==> src/rtl/audio_serial_tx_if.sv <==
`default_nettype none
// ============================================================================
//  Module      : audio_serial_tx_if
//  Description : Peripheral bus bundle for audio_serial_tx.
//                4-bit address, 16-bit write/read data, block select and
//                read/write strobes. The master drives the strobes, address
//                and write data. The slave returns combinational read data.
//  Revision    : 1.0 - initial release
// ============================================================================
interface audio_serial_tx_if;
    logic [3:0]  Addr;
    logic [15:0] DataWr;
    logic [15:0] DataRd;
    logic        En;
    logic        Rd;
    logic        Wr;

    modport master (output Addr, output DataWr, output En, output Rd, output Wr,
                    input  DataRd);
    modport slave  (input  Addr, input  DataWr, input  En, input  Rd, input  Wr,
                    output DataRd);
endinterface
`default_nettype wire

==> src/rtl/audio_serial_tx.sv <==
`default_nettype none
// ============================================================================
//  Module      : audio_serial_tx
//  Description : Left-justified serial audio transmitter, 32 bit slots per
//                channel. Stereo 16-bit pairs are written over the peripheral
//                bus into a small FIFO. Each frame pops one pair and shifts it
//                out MSB first. Sdata changes on BitClk falling edges. Lrck is
//                0 for the left channel and 1 for the right channel.
//  Ports       : Clk, Reset   - system clock, synchronous active-high reset
//                bus (slave)  - Addr/DataWr/DataRd/En/Rd/Wr register bus
//                BitClk       - serial bit clock, 2*CLK_DIV Clk per bit
//                Lrck         - frame sync, 0 = left, 1 = right
//                Sdata        - serial data, MSB first
//                FifoEmpty    - FIFO holds no stereo pairs
//  Registers   : 0 LeftHold (R/W)
//                1 RightHold (R/W); a write also pushes {LeftHold, DataWr}
//                2 bit0 Enable
//                3 status {Busy,5'b0,Overflow,Underrun,4'b0,Level[3:0]};
//                  write 1 to bit8 or bit9 to clear that flag
//  Revision    : 1.0 - initial release
// ============================================================================
module audio_serial_tx #(
    parameter int CLK_DIV = 4,
    parameter int FIFO_AW = 3
) (
    input  logic                Clk,
    input  logic                Reset,
    audio_serial_tx_if.slave    bus,
    output logic                BitClk,
    output logic                Lrck,
    output logic                Sdata,
    output logic                FifoEmpty
);

    localparam int c_DEPTH = 1 << FIFO_AW;
    localparam int c_LVL_W = FIFO_AW + 1;
    localparam int c_DIV_W = (CLK_DIV > 1) ? $clog2(CLK_DIV) : 1;
    localparam logic [c_DIV_W-1:0] c_DIV_LAST = c_DIV_W'(CLK_DIV - 1);
    localparam logic [c_LVL_W-1:0] c_LVL_FULL = c_LVL_W'(c_DEPTH);

    localparam logic [1:0] c_ST_IDLE = 2'd0;
    localparam logic [1:0] c_ST_LOAD = 2'd1;
    localparam logic [1:0] c_ST_RUN  = 2'd2;

    // ------------------------------------------------------------------
    // Registers and wires
    // ------------------------------------------------------------------
    logic [1:0]          r_state;
    logic [1:0]          w_stateNext;

    logic [15:0]         r_leftHold;
    logic [15:0]         r_rightHold;
    logic                r_enable;
    logic                r_overflow;
    logic                r_underrun;

    logic [31:0]         r_mem [c_DEPTH];
    logic [FIFO_AW-1:0]  r_wrPtr;
    logic [FIFO_AW-1:0]  r_rdPtr;
    logic [c_LVL_W-1:0]  r_level;

    logic [c_DIV_W-1:0]  r_div;
    logic [5:0]          r_bitIdx;
    logic [15:0]         r_frameL;
    logic [15:0]         r_frameR;
    logic                r_bitClk;
    logic                r_lrck;
    logic                r_sdata;

    logic                w_wrEn;
    logic                w_push;
    logic                w_pushOk;
    logic                w_popDo;
    logic                w_full;
    logic                w_empty;
    logic [31:0]         w_popData;
    logic [15:0]         w_loadL;
    logic [15:0]         w_loadR;

    logic                w_tick;
    logic                w_frameEnd;
    logic                w_load;
    logic                w_stop;

    logic [5:0]          w_nextIdx;
    logic [15:0]         w_nextWord;
    logic                w_nextBit;
    logic [3:0]          w_levelField;
    logic [15:0]         w_rdMux;

    // ------------------------------------------------------------------
    // Bus decode and FIFO control
    // ------------------------------------------------------------------
    assign w_wrEn    = bus.En & bus.Wr;
    assign w_push    = w_wrEn && (bus.Addr == 4'd1);
    assign w_empty   = (r_level == '0);
    assign w_full    = (r_level == c_LVL_FULL);
    // A pop request on an empty FIFO pops nothing. The frame is loaded
    // with zeros instead.
    assign w_popDo   = w_load & ~w_empty;
    // A full FIFO still accepts a push when a pop frees a slot this cycle.
    assign w_pushOk  = w_push & (~w_full | w_popDo);
    assign w_popData = r_mem[r_rdPtr];
    assign w_loadL   = w_popDo ? w_popData[31:16] : 16'h0000;
    assign w_loadR   = w_popDo ? w_popData[15:0]  : 16'h0000;

    // ------------------------------------------------------------------
    // Control / status registers
    // ------------------------------------------------------------------
    always_ff @(posedge Clk) begin
        if (Reset) begin
            r_leftHold  <= 16'h0000;
            r_rightHold <= 16'h0000;
            r_enable    <= 1'b0;
            r_overflow  <= 1'b0;
            r_underrun  <= 1'b0;
        end else begin
            if (w_wrEn) begin
                case (bus.Addr)
                    4'd0: r_leftHold  <= bus.DataWr;
                    4'd1: r_rightHold <= bus.DataWr;
                    4'd2: r_enable    <= bus.DataWr[0];
                    4'd3: begin
                        if (bus.DataWr[8]) r_underrun <= 1'b0;
                        if (bus.DataWr[9]) r_overflow <= 1'b0;
                    end
                    default: ;
                endcase
            end
            // The set terms come after the clears, so a set wins.
            if (w_push & ~w_pushOk)
                r_overflow <= 1'b1;
            if (w_load & w_empty)
                r_underrun <= 1'b1;
        end
    end

    // ------------------------------------------------------------------
    // FIFO storage. The contents need no reset because a slot is only
    // read after it has been written.
    // ------------------------------------------------------------------
    always_ff @(posedge Clk) begin
        if (w_pushOk)
            r_mem[r_wrPtr] <= {r_leftHold, bus.DataWr};
    end

    always_ff @(posedge Clk) begin
        if (Reset) begin
            r_wrPtr <= '0;
            r_rdPtr <= '0;
            r_level <= '0;
        end else begin
            if (w_pushOk)
                r_wrPtr <= r_wrPtr + FIFO_AW'(1);
            if (w_popDo)
                r_rdPtr <= r_rdPtr + FIFO_AW'(1);
            case ({w_pushOk, w_popDo})
                2'b10:   r_level <= r_level + c_LVL_W'(1);
                2'b01:   r_level <= r_level - c_LVL_W'(1);
                default: r_level <= r_level;
            endcase
        end
    end

    // ------------------------------------------------------------------
    // FSM: state register
    // ------------------------------------------------------------------
    always_ff @(posedge Clk) begin
        if (Reset)
            r_state <= c_ST_IDLE;
        else
            r_state <= w_stateNext;
    end

    // ------------------------------------------------------------------
    // FSM: next state
    // ------------------------------------------------------------------
    always_comb begin
        w_stateNext = r_state;
        case (r_state)
            c_ST_IDLE: if (r_enable) w_stateNext = c_ST_LOAD;
            c_ST_LOAD: w_stateNext = c_ST_RUN;
            c_ST_RUN:  if (w_stop)   w_stateNext = c_ST_IDLE;
            default:   w_stateNext = c_ST_IDLE;
        endcase
    end

    // ------------------------------------------------------------------
    // FSM: control outputs
    // ------------------------------------------------------------------
    always_comb begin
        w_tick     = 1'b0;
        w_frameEnd = 1'b0;
        w_load     = 1'b0;
        w_stop     = 1'b0;
        case (r_state)
            c_ST_LOAD: w_load = 1'b1;
            c_ST_RUN: begin
                w_tick = (r_div == c_DIV_LAST);
                // The frame ends on the falling BitClk edge that leaves
                // bit 63. Enable is checked only here, so a frame is
                // never truncated.
                w_frameEnd = w_tick & r_bitClk & (r_bitIdx == 6'd63);
                w_load     = w_frameEnd & r_enable;
                w_stop     = w_frameEnd & ~r_enable;
            end
            default: ;
        endcase
    end

    // ------------------------------------------------------------------
    // Serial datapath
    // ------------------------------------------------------------------
    assign w_nextIdx  = r_bitIdx + 6'd1;
    assign w_nextWord = w_nextIdx[5] ? r_frameR : r_frameL;
    // Slot positions 0..15 carry data MSB first; 15 - n == ~n for 4 bits.
    // Positions 16..31 of each channel are zero.
    assign w_nextBit  = ~w_nextIdx[4] & w_nextWord[~w_nextIdx[3:0]];

    always_ff @(posedge Clk) begin
        if (Reset) begin
            r_div    <= '0;
            r_bitIdx <= 6'd0;
            r_frameL <= 16'h0000;
            r_frameR <= 16'h0000;
            r_bitClk <= 1'b0;
            r_lrck   <= 1'b0;
            r_sdata  <= 1'b0;
        end else if (w_load) begin
            r_frameL <= w_loadL;
            r_frameR <= w_loadR;
            r_sdata  <= w_loadL[15];
            r_lrck   <= 1'b0;
            r_bitIdx <= 6'd0;
            r_div    <= '0;
            r_bitClk <= 1'b0;
        end else if (r_state == c_ST_RUN) begin
            if (w_tick) begin
                r_div <= '0;
                if (w_stop) begin
                    r_bitClk <= 1'b0;
                    r_lrck   <= 1'b0;
                    r_sdata  <= 1'b0;
                    r_bitIdx <= 6'd0;
                end else if (r_bitClk) begin
                    r_bitClk <= 1'b0;
                    r_bitIdx <= w_nextIdx;
                    r_lrck   <= w_nextIdx[5];
                    r_sdata  <= w_nextBit;
                end else begin
                    r_bitClk <= 1'b1;
                end
            end else begin
                r_div <= r_div + c_DIV_W'(1);
            end
        end else begin
            r_div    <= '0;
            r_bitIdx <= 6'd0;
            r_bitClk <= 1'b0;
            r_lrck   <= 1'b0;
            r_sdata  <= 1'b0;
        end
    end

    assign BitClk    = r_bitClk;
    assign Lrck      = r_lrck;
    assign Sdata     = r_sdata;
    assign FifoEmpty = w_empty;

    // ------------------------------------------------------------------
    // Read mux. Rd only qualifies the output, so reads have no side effects.
    // ------------------------------------------------------------------
    assign w_levelField = 4'(r_level);

    always_comb begin
        w_rdMux = 16'h0000;
        case (bus.Addr)
            4'd0: w_rdMux = r_leftHold;
            4'd1: w_rdMux = r_rightHold;
            4'd2: w_rdMux = {15'h0000, r_enable};
            4'd3: w_rdMux = {(r_state != c_ST_IDLE), 5'b00000, r_overflow,
                             r_underrun, 4'b0000, w_levelField};
            default: w_rdMux = 16'h0000;
        endcase
    end

    assign bus.DataRd = (bus.En & bus.Rd) ? w_rdMux : 16'h0000;

endmodule
`default_nettype wire

==> src/flat_wrapper.sv <==
// flat-port wrapper written by rule: the top's interface ports become plain ports
module audio_serial_tx_flat 
#(
    parameter int CLK_DIV = 4,
    parameter int FIFO_AW = 3
)
  (Clk, Reset, BitClk, Lrck, Sdata, FifoEmpty, bus_Addr, bus_DataWr, bus_En, bus_Rd, bus_Wr, bus_DataRd);
  audio_serial_tx_if bus_i ();
  input  logic Clk;
  input  logic Reset;
  output logic BitClk;
  output logic Lrck;
  output logic Sdata;
  output logic FifoEmpty;
  input wire logic [$bits(bus_i.Addr)-1:0] bus_Addr;
  input wire logic [$bits(bus_i.DataWr)-1:0] bus_DataWr;
  input wire logic [$bits(bus_i.En)-1:0] bus_En;
  input wire logic [$bits(bus_i.Rd)-1:0] bus_Rd;
  input wire logic [$bits(bus_i.Wr)-1:0] bus_Wr;
  output wire logic [$bits(bus_i.DataRd)-1:0] bus_DataRd;
  assign bus_i.Addr = bus_Addr;
  assign bus_i.DataWr = bus_DataWr;
  assign bus_i.En = bus_En;
  assign bus_i.Rd = bus_Rd;
  assign bus_i.Wr = bus_Wr;
  assign bus_DataRd = bus_i.DataRd;
  audio_serial_tx #(.CLK_DIV(CLK_DIV), .FIFO_AW(FIFO_AW)) u_core (.Clk(Clk), .Reset(Reset), .bus(bus_i), .BitClk(BitClk), .Lrck(Lrck), .Sdata(Sdata), .FifoEmpty(FifoEmpty));
endmodule
==> config.mk <==
export PLATFORM = sky130hd
export DESIGN_NAME = audio_serial_tx_flat
export DESIGN_NICKNAME = d
export VERILOG_FILES = /design/src/rtl/audio_serial_tx_if.sv /design/src/rtl/audio_serial_tx.sv /design/src/flat_wrapper.sv
export SDC_FILE = /design/constraint.sdc
export NUM_CORES = 1
export LEC_CHECK = 0
export ABC_AREA = 1
export CORE_AREA = 2 2 204 206
export CTS_CLUSTER_SIZE = 30
export DETAILED_ROUTE_END_ITERATION = 10
export DIE_AREA = 0 0 206 208
export PLACE_DENSITY_LB_ADDON = 0.12
export SYNTH_ARGS = -nofsm -noshare
export SYNTH_HDL_FRONTEND = slang
export SYNTH_SLANG_ARGS = --single-unit
export TNS_END_PERCENT = 10
==> constraint.sdc <==
create_clock -name Clk -period 11.7 [get_ports Clk]
set_input_delay 1.755 -clock Clk [delete_from_list [all_inputs] [get_ports Clk]]
set_output_delay 1.755 -clock Clk [all_outputs]
set_load 0.005 [all_outputs]
==> results by group <==
CTS
  – Worst-Skew Late Latency: 0.53 ns
  – CTS sink cnt: 348
  – Hold_buf cts: 0
  – TritonCTS Buffers: 39
  – Setup Buffers After CTS: 0
  – CTS tree: built
  – Longest Clk Path Bufs: 3
  – H-tree levels: 2
  – CTS clk-pin slew, worst paths: 0.06 ns
  – CTS root buffer: clkbuf_16
  – PostCTS Resize Cnt: 0

STA
  – Final Hold Viols: 0
  – Clock skew: 0.0189 ns
  – Worst slew pin tran: 0.936 ns
  – Final setup violation count: 0
  – Slew Limit Fails: 0
  – Fmax: 168 MHz
  – Post-layout min period: 5.97 ns
  – Final clock period utilization by the worst path: 51.0%
  – Rel. slew slack: 37.6%
  – Setup TNS: 0 ns
  – RSZ-0062 raised after global routing: no
  – Final worst slack: 5.73 ns

Floorplanning
  – I/O Pins: 45
  – Initial core utilization: 34.8%
  – Die ar.: 42,800 um^2
  – Row count: 74
  – Die W: 206 um
  – Core ar.: 40,600 um^2
  – Die height: 208 um

Finish
  – Share of post-route cells with drive strength above 1: 9.13%
  – Number of fill cells: 3,973
  – Final instance area: 16,400 um^2
  – Area delta synth->final: 15.9%
  – Nets: 1,330
  – Final Util: 40.4%
  – Non-Filler Instances: 1,857
  – N_diodes: 0

Synth
  – Distinct cells, synth: 41
  – Yosys reg bits: 348
  – Ys Warns: 0
  – Post-Syn Area: 14,100 um^2
  – Synthesized instance count: 1,268
  – Avg Cell Area, Syn: 11.1 um^2
  – Sequential area share after synthesis: 67.5%
  – Asr flop ratio synth: 0%
  – Top_reg_cell synth: edfxtp_1
  – Synthesized Nets: 1,303
  – Number of flops mapped to enable cells by yosys: 256

Global route
  – Initial antenna violation count: 2
  – First-pass GRT wire length: 58,000 um
  – Tot GR Track Use: 17.9%
  – Largest net degree at the start of global routing: 78
  – Gr ovfl total: 0
  – Vias in the first global route: 9,306

Worst setup path
  – Max FO, Critical Path: 12
  – Critical path data required time: 9.95 ns
  – Critical path's largest stage delay: 0.71 ns
  – Reg2reg end: u_core.r_level[3]
  – CP endpoint kind: output port
  – CP Buf/Inv Count: 5
  – Crit path kind: primary input to output port
  – R2R cell count: 16
  – CP max-delay cell: nor3_2
  – CP cell instances: clkdlybuf4s50_1 > nor2_1 > inv_1 > nor3_2 > inv_2 > o221ai_1 > nand2_1 > inv_1 > clkdlybuf4s50_1
  – Data arrival time of the critical path: 4.21 ns
  – Startpoint Class: primary input
  – CP top delay family: buffers and inverters
  – Reg2reg start: u_core.r_bitIdx[0]
  – Reg2Reg Setup Slack: 7.82 ns

Min path
  – Worst Hold Launch: u_core.r_div[0]
  – Worst hold path class: flop to flop
  – Hold endpoint: u_core.r_div[0]
  – Hold Path Cell Cnt: 1

Drt
  – Detailed-route via count: 9,662
  – WL final: 38,000 um
  – Routed length per instance: 20.5 um
  – DRT antenna net count: 0
  – Drt pass-1 iters: 6
  – Residual DRC count: 0
  – Initial drt markers: 770
  – Via-to-Cell Ratio: 5.20

Placed design
  – Dpl ws: 5.75 ns
  – Routability cong.: 0.817
  – Post-DP HPWL: 23,400 um
  – Dpl cell area: 15,100 um^2
  – Placed instance count: 1,786
  – Port Buf Inserts: 44

Pwr
  – P_leak: 5.60 nW
  – PD cells: 160 nW/um^2
  – Peak supply drop: 88.3 uV

Status
  – Status: complete, no violations

Run
  – Max-cap violations: 0
-- layout make-up --
type                       count  area (um^2)  area share [%]
sequential                   348         9540            58.3
multi-input combinational    785         4100            25.1
clock buffer                  48         1080            6.61
tap                          532          666            4.07
timing repair buffer          65          593            3.62
inverter                      56          213            1.30
clock inverter                23          170            1.04
-- how the worst max path moves through the flow --
stage               cells after the start                  to  slack, ns        start
finish                                  9       bus_DataRd[9]       5.73  bus_Addr[3]
global route                            9       bus_DataRd[1]       5.54  bus_Addr[3]
CTS                                     9       bus_DataRd[9]       5.74  bus_Addr[3]
detailed placement                      9       bus_DataRd[9]       5.75  bus_Addr[3]
global placement                        9       bus_DataRd[9]       5.80  bus_Addr[3]
floorplan                               9  u_core.r_mem[0][0]       6.25  bus_Addr[3]
-- Yosys cell counts, types with 2 or more instances --
| cell | n | share of area, % |
|---|---|---|
| nand2_1 | 334 | 8.9 |
| nand2_2 | 3 | 0.13 |
| a21oi_2 | 9 | 0.56 |
| a21oi_1 | 135 | 4.8 |
| edfxtp_1 | 256 | 54 |
| nor3_2 | 2 | 0.14 |
| o22ai_1 | 2 | 0.089 |
| buf_4 | 2 | 0.11 |
| o21ai_1 | 3 | 0.11 |
| a211oi_1 | 3 | 0.16 |
| o221ai_1 | 4 | 0.25 |
| a32oi_1 | 16 | 0.99 |
| buf_6 | 2 | 0.16 |
| nor3_1 | 10 | 0.35 |
| buf_2 | 5 | 0.18 |
| nor2_1 | 70 | 1.9 |
| a32o_1 | 62 | 4.4 |
| xor2_1 | 3 | 0.19 |
| nand4_1 | 3 | 0.13 |
| inv_2 | 7 | 0.19 |
| o21ai_0 | 36 | 1.3 |
| nor2_4 | 2 | 0.16 |
| inv_1 | 48 | 1.3 |
| clkbuf_1 | 62 | 1.6 |
| buf_1 | 8 | 0.21 |
| a22oi_1 | 17 | 0.90 |
| nand3_1 | 51 | 1.8 |
| ha_1 | 9 | 0.80 |
| dfxtp_1 | 92 | 13 |
-- report_power, final --
group	switching (mW)	internal (mW)	total, mW	leakage, nW
Clock	0.492	0.702	1.19	0.621
Sequential	0.00735	1.32	1.33	3.08
Combinational	0.0616	0.0274	0.0889	1.89
Total	0.561	2.05	2.61	5.60
-- layout by cell type (no fill, tap or decap), drive strengths merged --
| cell | instances |
|---|---|
| nand2 | 337 |
| edfxtp | 256 |
| a21oi | 144 |
| dfxtp | 92 |
| nor2 | 73 |
| a32o | 62 |
| inv | 56 |
| nand3 | 51 |
| clkbuf | 48 |
| clkdlybuf4s50 | 43 |
| o21ai | 39 |
| buf | 22 |
| clkinv | 19 |
| a22oi | 17 |
| a32oi | 16 |
| nor3 | 12 |
| ha | 9 |
| o221ai | 4 |
| xor2 | 3 |
| nand4 | 3 |
| a211oi | 3 |
| o22ai | 2 |
| bufinv | 2 |
| clkinvlp | 2 |
| nor4 | 2 |
| o21bai | 2 |
| nor3b | 1 |
| xnor2 | 1 |
| a221oi | 1 |
| mux2i | 1 |
| a31oi | 1 |
| fa | 1 |
-- layer usage --
| metal | part of all wire [%] | global-route usage (%) | vias up |
|---|---|---|---|
| met3 | 4.8 | 3.41 | 51 |
| met5 | 0 | 0 | - |
| met4 | 1.8 | 4.41 | 0 |
| met1 | 48 | 25.6 | 4788 |
| met2 | 46 | 28.0 | 212 |
| li1 | - | - | 4611 |
-- worst register-to-register path, delay by kind of cell, from the launching register on --
family	cells	cell delay [ns]
AND/OR/NAND/NOR	8	1.64
flip-flops	1	0.78
adder cells (fa/ha/maj)	2	0.55
AO/OA/AOI/OAI	3	0.39
buffers and inverters	2	0.22
XOR/XNOR	1	0.21
-- sequential cells by signal, indices dropped and copies added (netlist names), 2 cells and up, named ones only --
name,count
u_core.r_level,4
u_core.r_frameL,16
u_core.r_mem,256
u_core.r_wrPtr,3
u_core.r_bitIdx,5
u_core.r_frameR,16
u_core.r_leftHold,16
u_core.r_div,2
u_core.r_rightHold,16
u_core.r_state,2
u_core.r_rdPtr,3
-- cells by family (layout without fill, tap and decap cells) --
group                      after synthesis  in the layout  synth area share (%)
AOI/OAI and AO/OA                      291            291                  13.8
xor gates and xnor gates                 4              4                 0.248
adders and majority gates               10             10                 0.939
buffers and inverters                  135            192                  3.79
DFF                                    348            348                  67.5
muxes                                    1              1                0.0709
and+or+nand+nor                        479            479                  13.7
-- through the flow --
stage / hold WS (ns) / total power, mW
2_1_floorplan: 0.404 / 1.40
3_3_place_gp: 0.415 / 1.44
3_5_place_dp: 0.427 / 1.45
4_1_cts: 0.436 / 2.64
5_1_grt: 0.454 / 2.70
6_report: 0.431 / 2.61
Power figures use the tool's default switching activity.
